### src/rtl/mem_bus_ctrl.sv
// Memory/bus controller behind the multicycle CPU memory port: decodes RAM / IO / unmapped,
// sequences a wait-stated synchronous RAM or an IO register access, and returns data + ready.
module mem_bus_ctrl #(
  parameter int          RAM_AW  = 12,
  parameter int          RAM_LAT = 1,
  parameter logic [31:0] IO_BASE = 32'hFFFF_0000
) (
  input  logic              iClk,
  input  logic              nRst,
  input  logic [31:0]       iAddr,
  input  logic [31:0]       iWData,
  input  logic              iRead,
  input  logic              iWrite,
  output logic [31:0]       oRData,
  output logic              oRDY,
  output logic [RAM_AW-1:0] oRamAddr,
  output logic [31:0]       oRamWData,
  output logic              oRamWE,
  output logic              oRamRE,
  input  logic [31:0]       iRamRData,
  input  logic [15:0]       iSW,
  output logic [15:0]       oLED,
  output logic              oBusErr
);

  typedef enum logic [2:0] {S_IDLE, S_RAM_ISSUE, S_RAM_WAIT, S_IO_ACC, S_DONE} state_t;

  localparam logic [32:0] RAM_TOP = 33'd4 << RAM_AW;

  state_t      state_q, state_d;
  logic        req, is_ram, is_io;
  logic        rw_q;
  logic [1:0]  io_off_q;
  logic [15:0] io_wdata_q;
  logic [2:0]  cnt_q;
  logic [31:0] timer_q;
  logic [15:0] sw_meta, sw_sync;
  logic        io_wr, io_rd, ram_last;

  assign req      = iRead | iWrite;
  assign is_ram   = {1'b0, iAddr} < RAM_TOP;
  assign is_io    = iAddr[31:4] == IO_BASE[31:4];
  assign io_wr    = (state_q == S_IO_ACC) &&  rw_q;
  assign io_rd    = (state_q == S_IO_ACC) && !rw_q;
  assign ram_last = (state_q == S_RAM_WAIT) && (cnt_q == 3'd1);

  always_comb begin
    state_d = state_q;
    oRDY    = 1'b0;
    oRamWE  = 1'b0;
    oRamRE  = 1'b0;
    case (state_q)
      S_IDLE: begin
        // idle steps must not stall the CPU step counter
        oRDY = ~req;
        if (req) begin
          if (is_ram)     state_d = S_RAM_ISSUE;
          else if (is_io) state_d = S_IO_ACC;
          else            state_d = S_DONE;
        end
      end
      S_RAM_ISSUE: begin
        oRamWE  = rw_q;
        oRamRE  = ~rw_q;
        state_d = S_RAM_WAIT;
      end
      S_RAM_WAIT: if (cnt_q == 3'd1) state_d = S_DONE;
      S_IO_ACC:   state_d = S_DONE;
      S_DONE: begin
        oRDY    = 1'b1;
        state_d = S_IDLE;
      end
      default:    state_d = S_IDLE;
    endcase
  end

  always_ff @(posedge iClk or negedge nRst) begin
    if (!nRst) begin
      state_q    <= S_IDLE;
      rw_q       <= 1'b0;
      io_off_q   <= 2'd0;
      io_wdata_q <= 16'd0;
      cnt_q      <= 3'd0;
      oRamAddr   <= '0;
      oRamWData  <= 32'd0;
      oRData     <= 32'd0;
      oLED       <= 16'd0;
      oBusErr    <= 1'b0;
      timer_q    <= 32'd0;
      sw_meta    <= 16'd0;
      sw_sync    <= 16'd0;
    end else begin
      state_q <= state_d;
      sw_meta <= iSW;
      sw_sync <= sw_meta;
      // a timer write-clear wins over the free-running increment
      if (io_wr && io_off_q == 2'd2) timer_q <= 32'd0;
      else                           timer_q <= timer_q + 32'd1;

      if (state_q == S_IDLE && req) begin
        rw_q       <= iWrite;
        io_off_q   <= iAddr[3:2];
        io_wdata_q <= iWData[15:0];
        if (is_ram) begin
          oRamAddr  <= iAddr[RAM_AW+1:2];
          oRamWData <= iWData;
        end else if (!is_io) begin
          oBusErr <= 1'b1;
          if (!iWrite) oRData <= 32'd0;
        end
      end

      if (state_q == S_RAM_ISSUE) cnt_q <= 3'(RAM_LAT);
      else if (state_q == S_RAM_WAIT) cnt_q <= cnt_q - 3'd1;

      if (ram_last && !rw_q) oRData <= iRamRData;

      if (io_wr && io_off_q == 2'd0) oLED <= io_wdata_q;
      if (io_rd) begin
        case (io_off_q)
          2'd0:    oRData <= {16'd0, oLED};
          2'd1:    oRData <= {16'd0, sw_sync};
          2'd2:    oRData <= timer_q;
          default: oRData <= 32'd0;
        endcase
      end
    end
  end

endmodule

### config.mk
export PLATFORM = sky130hd
export DESIGN_NAME = mem_bus_ctrl
export DESIGN_NICKNAME = d
export VERILOG_FILES = /design/src/rtl/mem_bus_ctrl.sv
export SDC_FILE = /design/constraint.sdc
export NUM_CORES = 1
export LEC_CHECK = 0
export BUFFER_PORTS_ARGS = -buffer_cell sky130_fd_sc_hd__buf_2
export CORE_MARGIN = 3
export CORE_UTILIZATION = 53
export CTS_CLUSTER_SIZE = 30
export DETAILED_ROUTE_END_ITERATION = 10
export PLACE_DENSITY = 0.8
export SLEW_MARGIN = 20
export SYNTH_ARGS = -nofsm -noshare
export SYNTH_HDL_FRONTEND = slang
export SYNTH_SLANG_ARGS = --single-unit
export TNS_END_PERCENT = 100
### constraint.sdc
create_clock -name iClk -period 2.5 [get_ports iClk]
set_input_delay 0.25 -clock iClk [delete_from_list [all_inputs] [get_ports iClk]]
set_output_delay 0.25 -clock iClk [all_outputs]
set_load 0.01 [all_outputs]
* Word-level counts from Yosys, hierarchy flattened
Index checks and enable logic that the tools add are counted.
** Operators by class
- Add/sub/neg operators :: 2
- Order comparisons :: 1
- Equal/unequal tests :: 13
- Mux-type cells :: 18
- Bitwise logic cells :: 5
- Reduce and logical (&&, ||, !) cells :: 16
** Operator list (number)
- $mux 32 :: 7
- $pmux 32 s3 :: 1
- $add 32x1->32 const B :: 1
- $lt 32x15->1 const B :: 1
- $eq 28x28->1 const B :: 1
- $mux 3 :: 6
- $pmux 3 s4 :: 1
- $ne 3x1->1 const B :: 3
- $logic_and 1x1->1 :: 7
- $eq 3x1->1 const B :: 2
- $eq 3x2->1 const B :: 2
- $ne 2x2->1 const B :: 2
- $not 1->1 :: 4
- $reduce_and 2->1 :: 2
- $reduce_and 4->1 :: 1
- $eq 3x3->1 const B :: 1
- $logic_not 3->1 :: 1
- $reduce_and 3->1 :: 1
- $reduce_bool 3->1 :: 1
- $sub 3x1->3 const B :: 1
- $eq 2x1->1 const B :: 1
- $eq 2x2->1 const B :: 1
- $logic_not 2->1 :: 1
- $mux 1 :: 2
- 4 further kinds :: 4
** Word-level totals
- Register bits :: 182
- Output and inout port bits :: 96

* Logic depth before layout (Yosys ltp)
Gate-level depths: netlist (run 1).
- Depth after elaboration :: 6
- Depth in mapped cells :: 8
- Gate-level depth less buffers :: 7

* Least setup slack after synthesis (run 1)
Ideal clock, no wire load.
- Path kind :: reg2reg
- From :: register state_q[2]
- To :: register oRData[26]
- Library setup time :: 0.136 ns
- Data arrival time :: 1.729 ns
- Setup slack :: 0.635 ns
- Cell stages (with the launch flop) :: 9
- Cell sequence :: dfrtp_1 -> buf_6 -> nand2b_4 -> buf_6 -> or4_4 -> buf_6 -> buf_6 -> a32oi_1 -> a21oi_1
** On the way
- Word-level cells in the longest chain between the ends :: 5
- Elaborated cells between the ends (all ways) :: 14
- Classes of those cells :: eq/ne: 5; mux: 2; reduce/logical: 7
** Ends and longest elaborated chain
- from (decl) :: RTL line 30 : state_t state_q, state_d;
- from (signal assigned) :: RTL line 93 : state_q <= state_d;
- $eq 3x2->1 :: RTL line 45 : assign ram_last = (state_q == S_RAM_WAIT) && (cnt_q == 3'd1);
- $logic_and 1x1->1 :: RTL line 45
- $logic_and 1x1->1 :: RTL line 116 : if (ram_last && !rw_q) oRData <= iRamRData;
- $ne 3x1->1 (no line) (tied with other cells)
- $reduce_and 4->1 (no line) or $mux 32 (tied branches)
- to (signal assigned) :: RTL line 116
- to (signal assigned) :: RTL line 121 : 2'd0: oRData <= {16'd0, oLED};
- to (signal assigned) :: RTL line 122 : 2'd1: oRData <= {16'd0, sw_sync};
- to (decl) :: RTL line 14 : output logic [31:0] oRData,
Several ways; a longest one is shown, not always the timed one.
A chain may end at the register's enable or synchronous reset.

* Final worst setup path (run 1)
- From :: register state_q[0]
- To :: register oRamAddr[11]
** On the way
- Word-level cells in the longest chain between the ends :: 3
** Ends and longest elaborated chain
- $logic_not 3->1 :: RTL line 100 : if (state_q == S_IDLE && req) begin
- $logic_and 1x1->1 :: RTL line 100
- $reduce_and 2->1 (no line)
- to (signal assigned) :: RTL line 105 : oRamAddr <= iAddr[RAM_AW+1:2];
- to (decl) :: RTL line 16 : output logic [RAM_AW-1:0] oRamAddr,
No other way between the ends.

==> reports/summary.json, run 1 <==
{
  "grt": {
    "global_route.usage.total": 0.245,
    "antenna_found_initial": 0,
    "grt_pass1_wl_mm": 31.4,
    "grt.overflow.total": 0,
    "grt_start_max_net_pins": 69,
    "via_count_of_the_first_global_routing_pass": 5991
  },
  "power": {
    "intPower_mw": 4.87,
    "seq_power_share": 0.492,
    "max_ir_drop_vdd_mv": 0.743,
    "p_clk_frac": 0.436,
    "sw_share": 0.226,
    "total_switching_power_mw": 1.42,
    "power.static_leakage_nw": 4.85,
    "share_comb_of_total_power": 0.072,
    "power.density_cell_area_nw_per_um2": 638,
    "power.total_mw": 6.29
  },
  "floorplanning": {
    "die-width_um": 128,
    "number_of_placement_rows": 43,
    "core_area_um2": 14200,
    "die_ar_um2": 16300,
    "die_h_um": 128,
    "initial_cell_density_of_the_core": 0.553,
    "io_pins": 212
  },
  "timing": {
    "min_period_over_period": 0.810,
    "period_minus_slack_ns": 2.02,
    "rsz0062_at_grt": "no",
    "setup_tns_ns": 0,
    "finalMaxSlewViolations": 0,
    "clock.fmax_ghz": 0.494,
    "finalSetupViolCount": 0,
    "relSlewSlack": 0.506,
    "max_slew.worst_pin.slew_ns": 0.741,
    "hold_viol": 0,
    "worst_clock_skew_ns": 0.0120
  },
  "worst_setup_path": {
    "critPathKind": "register to register",
    "worst-endpoint-required_ns": 2.81,
    "critPathMaxStageDelay_ns": 0.54,
    "critPathBufInv": 1,
    "cp_cell_sequence": "nor3_2 -> nor2b_2 -> and2_2 -> buf_12 -> mux2_2",
    "critical_path.top_delay_family": "simple AND/OR/NAND/NOR gates",
    "arrival_ns": 2.33,
    "setup.worst_path.end_class": "register",
    "worst_path_slowest_cell": "dfrtp_1",
    "top_fanout_value_on_the_critical_path": 35,
    "element_type_at_the_critical_path_start": "register"
  },
  "place": {
    "place.detailed.hpwl_mm": 13.8,
    "port-buffer-count": 209,
    "gp_routability_congestion": 0.869
  },
  "clock_tree": {
    "cts.repair.resized": 0,
    "cts.htree.levels": 4,
    "worstSkewPairLatency_ns": 0.43,
    "clock_path_buffers": 2,
    "cts_hold_buf": 17,
    "clk_pin_slew_ns": 0.07,
    "cts-root-buf": "clkbuf_16",
    "tritoncts": "yes",
    "cts_inserted_buffers": 17,
    "postCtsSetupBuffers": 0,
    "tritoncts_num_sinks": 182
  },
  "logic_synthesis": {
    "yosys_warnings": 0,
    "avgSynthCellArea_um2": 12.6,
    "postSynthCellCount": 624,
    "synth-edff-count": 0,
    "syn-cell-area_um2": 7850,
    "async_reset_ff_frac": 1.00,
    "ys_seq_elements": 182,
    "synth_fp_nets": 743,
    "ys.flop_type": "dfrtp_1",
    "synth-seq-area-share": 0.580,
    "yosys.cell_types.count": 46
  },
  "status": {
    "outcome": "complete, no violations"
  },
  "detailed_routing": {
    "drt-pass1-iter-count": 5,
    "route.detailed.vias_per_inst": 5.61,
    "routed_wire_length_per_instance_um": 18.5,
    "detail-route-antenna-nets": 0,
    "via_count": 5848,
    "detailedRoute.firstIterationViolations": 403,
    "drt-total-wl_mm": 19.3,
    "drc_errors": 0
  },
  "min_path": {
    "hold_class": "input pin to register"
  },
  "cells_and_area": {
    "antenna_cells_inserted": 0,
    "areaGrowthSynthToFinish_pct": 25.4,
    "final_layout_size_suffix_gt1_frac": 0.405,
    "post-route-util": 0.693,
    "num-nets-final": 971
  },
  "flow_run": {
    "max_cap_violations": 0
  }
}
==> power by group through the flow <==
stage / clock [mW] / sequential (mW) / combinational (mW)
3_3_place_gp: 0 / 3.14 / 0.416
2_1_floorplan: 0 / 3.12 / 0.226
5_1_grt: 2.91 / 3.10 / 0.504
6_report: 2.74 / 3.09 / 0.455
3_5_place_dp: 0 / 3.14 / 0.435
4_1_cts: 2.77 / 3.09 / 0.460
==> tightest hold or removal path, cell delays in order <==
cell	delay [ns]
buf_2	0.09
nand2_1	0.05
a21oi_1	0.05
==> final timing paths <==
| check | from | to | slack, ns | depth (start not counted) |
|---|---|---|---|---|
| max reg2reg | state_q[0] | oRamAddr[11] | 0.48 | 5 |
| max | state_q[0] | oRamAddr[11] | 0.48 | 5 |
| min | iRamRData[2] | oRData[2] | 0.06 | 3 |
| min in group asynchronous | nRst | oLED[9] | 0.37 | 2 |
| max in group asynchronous | nRst | io_wdata_q[0] | 1.35 | 3 |
| min reg2reg | sw_meta[11] | sw_sync[11] | 0.35 | 0 |
==> synth_stat cells, drive strengths merged (2+ instances only) <==
library cell  number  area share
dfrtp            182        0.58
mux2              77        0.13
nand2             60       0.029
a21oi             43       0.027
nor2              39       0.019
o21ai             25       0.016
buf               20       0.024
xor2              18       0.020
a22oi             16       0.015
a32oi             16       0.018
mux2i             16       0.020
clkbuf            14      0.0067
nand3             14      0.0096
nand4             13       0.010
nor4              11       0.018
inv                7      0.0033
nor3               7      0.0051
xnor2              7      0.0078
or3                5      0.0040
and4               4      0.0045
nor2b              4      0.0032
and3               3      0.0024
ha                 3      0.0048
nand2b             3      0.0033
a21o               2      0.0019
nor4b              2      0.0030
or4                2      0.0029
==> cell usage in the layout, fill, tap and decap left out, types with 13 or more instances in the layout <==
master,Yosys,final
o21ai_0,25,25
dlygate4sd3_1,0,17
mux2_2,37,37
clkbuf_16,0,17
mux2_4,40,40
a22oi_1,16,16
a32oi_1,16,16
nor2_1,39,38
a21oi_1,43,43
dfrtp_1,182,182
buf_4,0,14
nand3_1,13,13
xor2_1,18,18
nand2_1,60,60
nand4_1,13,13
buf_2,11,208
mux2i_1,16,16
==> per-layer routing <==
layer  global-route usage  wire length [um]
met1                0.315              7790
met2                0.418              9950
met3               0.0558              1210
met4               0.0705               344
met5                    0                 0
==> flip-flops by register name, summed over array words and instances, names as in the netlist <==
signal and cells:
sw_meta 16, io_off_q 2, cnt_q 3, oLED 16, oRamAddr 12, io_wdata_q 16, state_q 3, oBusErr 1
rw_q 1, sw_sync 16, timer_q 32, oRData 32, oRamWData 32
==> final cells by class <==
type	instances	area [um2]
multi-input combinational	401	3050
clock buffer	19	453
inverter	7	26.3
tap	180	225
fill	1025	4360
sequential	182	4550
timing repair buffer	243	1390
clock inverter	10	149
==> kinds of logic (layout without fill, tap and decap cells) <==
| logic type | Yosys count | count (layout) | share of synthesized area |
|---|---|---|---|
| XOR/XNOR | 25 | 25 | 0.0279 |
| AND/OR/NAND/NOR | 173 | 173 | 0.120 |
| multiplexers | 93 | 93 | 0.150 |
| adder cells (fa/ha/maj) | 3 | 3 | 0.00478 |
| AO/OA/AOI/OAI | 107 | 107 | 0.0833 |
| flip-flops | 182 | 182 | 0.580 |
| buffers and inverters | 41 | 279 | 0.0344 |
==> metrics by stage <==
step	hold WS [ns]	area, um2	setup slack (ns)	std cells
floorplan	-0.0456	7850	0.635	624
global placement	0.278	9070	0.257	996
detailed placement	0.283	9070	0.163	996
CTS	0.0406	9840	0.168	1042
global route	0.0491	9850	0.353	1042
finish	0.0553	9850	0.476	1042
Power figures use the tool's default switching activity.
==> run 2, diff against run 1 <==
--- a/config.mk
+++ b/config.mk
@@ -7,10 +7,10 @@
 export LEC_CHECK = 0
 export BUFFER_PORTS_ARGS = -buffer_cell sky130_fd_sc_hd__buf_2
 export CORE_MARGIN = 3
-export CORE_UTILIZATION = 53
+export CORE_UTILIZATION = 48
 export CTS_CLUSTER_SIZE = 30
 export DETAILED_ROUTE_END_ITERATION = 10
-export PLACE_DENSITY = 0.8
+export PLACE_DENSITY = 0.77
 export SLEW_MARGIN = 20
 export SYNTH_ARGS = -nofsm -noshare
 export SYNTH_HDL_FRONTEND = slang
==> constraint.sdc (replaced) <==
create_clock -name iClk -period 1.8 [get_ports iClk]
set_input_delay 0.18 -clock iClk [delete_from_list [all_inputs] [get_ports iClk]]
set_output_delay 0.18 -clock iClk [all_outputs]
set_load 0.01 [all_outputs]
==> run 2 against run 1 <==
Compared with the run above:
- register-to-register slack got worse by 0.44 ns
- critical path depth increased by 3
- non-clock buffer count increased by 87
- flip-flop and latch count unchanged
- global-route usage decreased by 1.3 points
- combinational power increased by 77%
- critical path type unchanged
==> reports/summary.json, run 2 (synthesis results as in run 1) <==
{
  "worst_setup_path": {
    "critPathKind": "register to register",
    "setup.worst_path.end_class": "register",
    "timing.reg2reg.worst_path_depth": 8,
    "crit-reg2reg-capture": "oRData[6]",
    "worst-endpoint-required_ns": 2.11,
    "top_fanout_value_on_the_critical_path": 8,
    "reg2reg_slack_ns": 0.03,
    "arrival_ns": 2.08,
    "element_type_at_the_critical_path_start": "register",
    "reg2reg_launch_point": "cnt_q[1]"
  },
  "min_path": {
    "timing.hold.worst_endpoint": "oRData[26]",
    "holdPathStages": 3,
    "hold_start": "iRamRData[26]",
    "hold_class": "input pin to register"
  },
  "grt": {
    "grt_start_max_net_pins": 48,
    "grt_pass1_wl_mm": 32.8,
    "global_route.usage.total": 0.232,
    "grt.overflow.total": 0,
    "via_count_of_the_first_global_routing_pass": 6231,
    "antenna_found_initial": 0
  },
  "timing": {
    "min_period_over_period": 0.982,
    "worst_clock_skew_ns": 0.00802,
    "period_minus_slack_ns": 1.77,
    "hold_viol": 0,
    "relSlewSlack": 0.692,
    "finalSetupViolCount": 0,
    "clock.fmax_ghz": 0.565,
    "rsz0062_at_grt": "yes",
    "hold-worst-slack_ns": 0.00786,
    "max_slew.worst_pin.slew_ns": 0.461,
    "finalMaxSlewViolations": 0
  },
  "detailed_routing": {
    "detailedRoute.firstIterationViolations": 377,
    "via_count": 6151,
    "drt-total-wl_mm": 21.1,
    "detail-route-antenna-nets": 0,
    "routed_wire_length_per_instance_um": 18.1,
    "drc_errors": 0,
    "route.detailed.vias_per_inst": 5.28,
    "drt-pass1-iter-count": 5
  },
  "clock_tree": {
    "cts.htree.levels": 4,
    "worstSkewPairLatency_ns": 0.43,
    "clock_path_buffers": 2,
    "tritoncts_num_sinks": 182,
    "cts_inserted_buffers": 17,
    "cts-root-buf": "clkbuf_16",
    "tritoncts": "yes",
    "clk_pin_slew_ns": 0.07
  },
  "place": {
    "gp_routability_congestion": 0.841,
    "port-buffer-count": 209,
    "place.detailed.hpwl_mm": 13.9
  },
  "floorplanning": {
    "die-width_um": 134,
    "die_ar_um2": 17900,
    "number_of_placement_rows": 46,
    "core_area_um2": 15900,
    "io_pins": 212,
    "initial_cell_density_of_the_core": 0.493,
    "die_h_um": 134
  },
  "cells_and_area": {
    "antenna_cells_inserted": 0,
    "areaGrowthSynthToFinish_pct": 38.4,
    "num-nets-final": 1058,
    "final_layout_size_suffix_gt1_frac": 0.408,
    "mostFrequentLayoutCells": "208 x buf_2, 181 x dfrtp_1, 76 x dlygate4sd3_1",
    "registers_with_the_most_flip_flops": "oRData: 32 flops, oRamWData: 32 flops, timer_q: 32 flops",
    "final_common_cell": "buf_2"
  },
  "flow_run": {
    "max_cap_violations": 0
  },
  "power": {
    "max_ir_drop_vdd_mv": 0.699,
    "power.static_leakage_nw": 5.28,
    "power.density_cell_area_nw_per_um2": 801,
    "power.total_mw": 8.71
  },
  "status": {
    "outcome": "complete, no violations"
  }
}
[run 2: how the worst max path moves through the flow]
stage               start      endpoint  depth (start not counted)
6_report         cnt_q[1]     oRData[6]                          8
5_1_grt          cnt_q[1]     oRData[4]                          8
4_1_cts          cnt_q[1]    oRData[20]                          6
3_5_place_dp    iAddr[26]  oRamWData[0]                          7
3_3_place_gp    iAddr[26]  oRamWData[0]                          7
2_1_floorplan  state_q[2]    oRData[26]                          8
[run 2: report_power, final]
group          switching, mW  total [mW]  internal, mW
Clock                   1.56        3.61          2.05
Sequential            0.0781        4.29          4.22
Combinational          0.378       0.805         0.427
[run 2: final cells by class]
class                      count  area [um2]
clock inverter                10         125
inverter                       7        26.3
clock buffer                  20         437
timing repair buffer         330        2340
multi-input combinational    401        3120
fill                        1150        5070
sequential                   182        4560
tap                          216         270
[run 2: layer usage]
metal / vias to the layer above / part of all wire / GRT usage
met1: 3046 / 0.41 / 0.301
met5: - / 0 / 0
met4: 0 / 0.023 / 0.0817
met3: 42 / 0.054 / 0.0536
li1: 2856 / - / -
met2: 207 / 0.51 / 0.384
[run 2: worst max-delay path, cell delays in order, from the launching register on]
cell	delay [ns]
dfrtp_1	0.39
inv_2	0.09
ha_4	0.14
nand2b_4	0.07
nor4_4	0.41
nor2_4	0.09
buf_6	0.16
a22oi_1	0.20
a21oi_1	0.09
[run 2: through the flow]
stage | util | cells | instance area [um2] | setup WS, ns | TNS [ns]
after floorplan | - | 624 | 7860 | -0.0468 | -2.25
after global placement | 0.588 | 1055 | 9380 | -0.182 | -6.77
after detailed placement | 0.588 | 1055 | 9380 | -0.174 | -6.18
after CTS | 0.672 | 1161 | 10700 | 0.00631 | 0
after global routing | 0.682 | 1166 | 10900 | -0.0640 | -0.518
final | 0.682 | 1166 | 10900 | 0.0315 | 0
[run 2: timing repair]
item	in CTS	in global routing
endpoints found under the hold margin	123	0
gates cloned	0	3
gates resized for setup	2	25
hold buffers	76	0
pin swaps	0	6
setup buffers	0	3
setup endpoints to repair	2	56
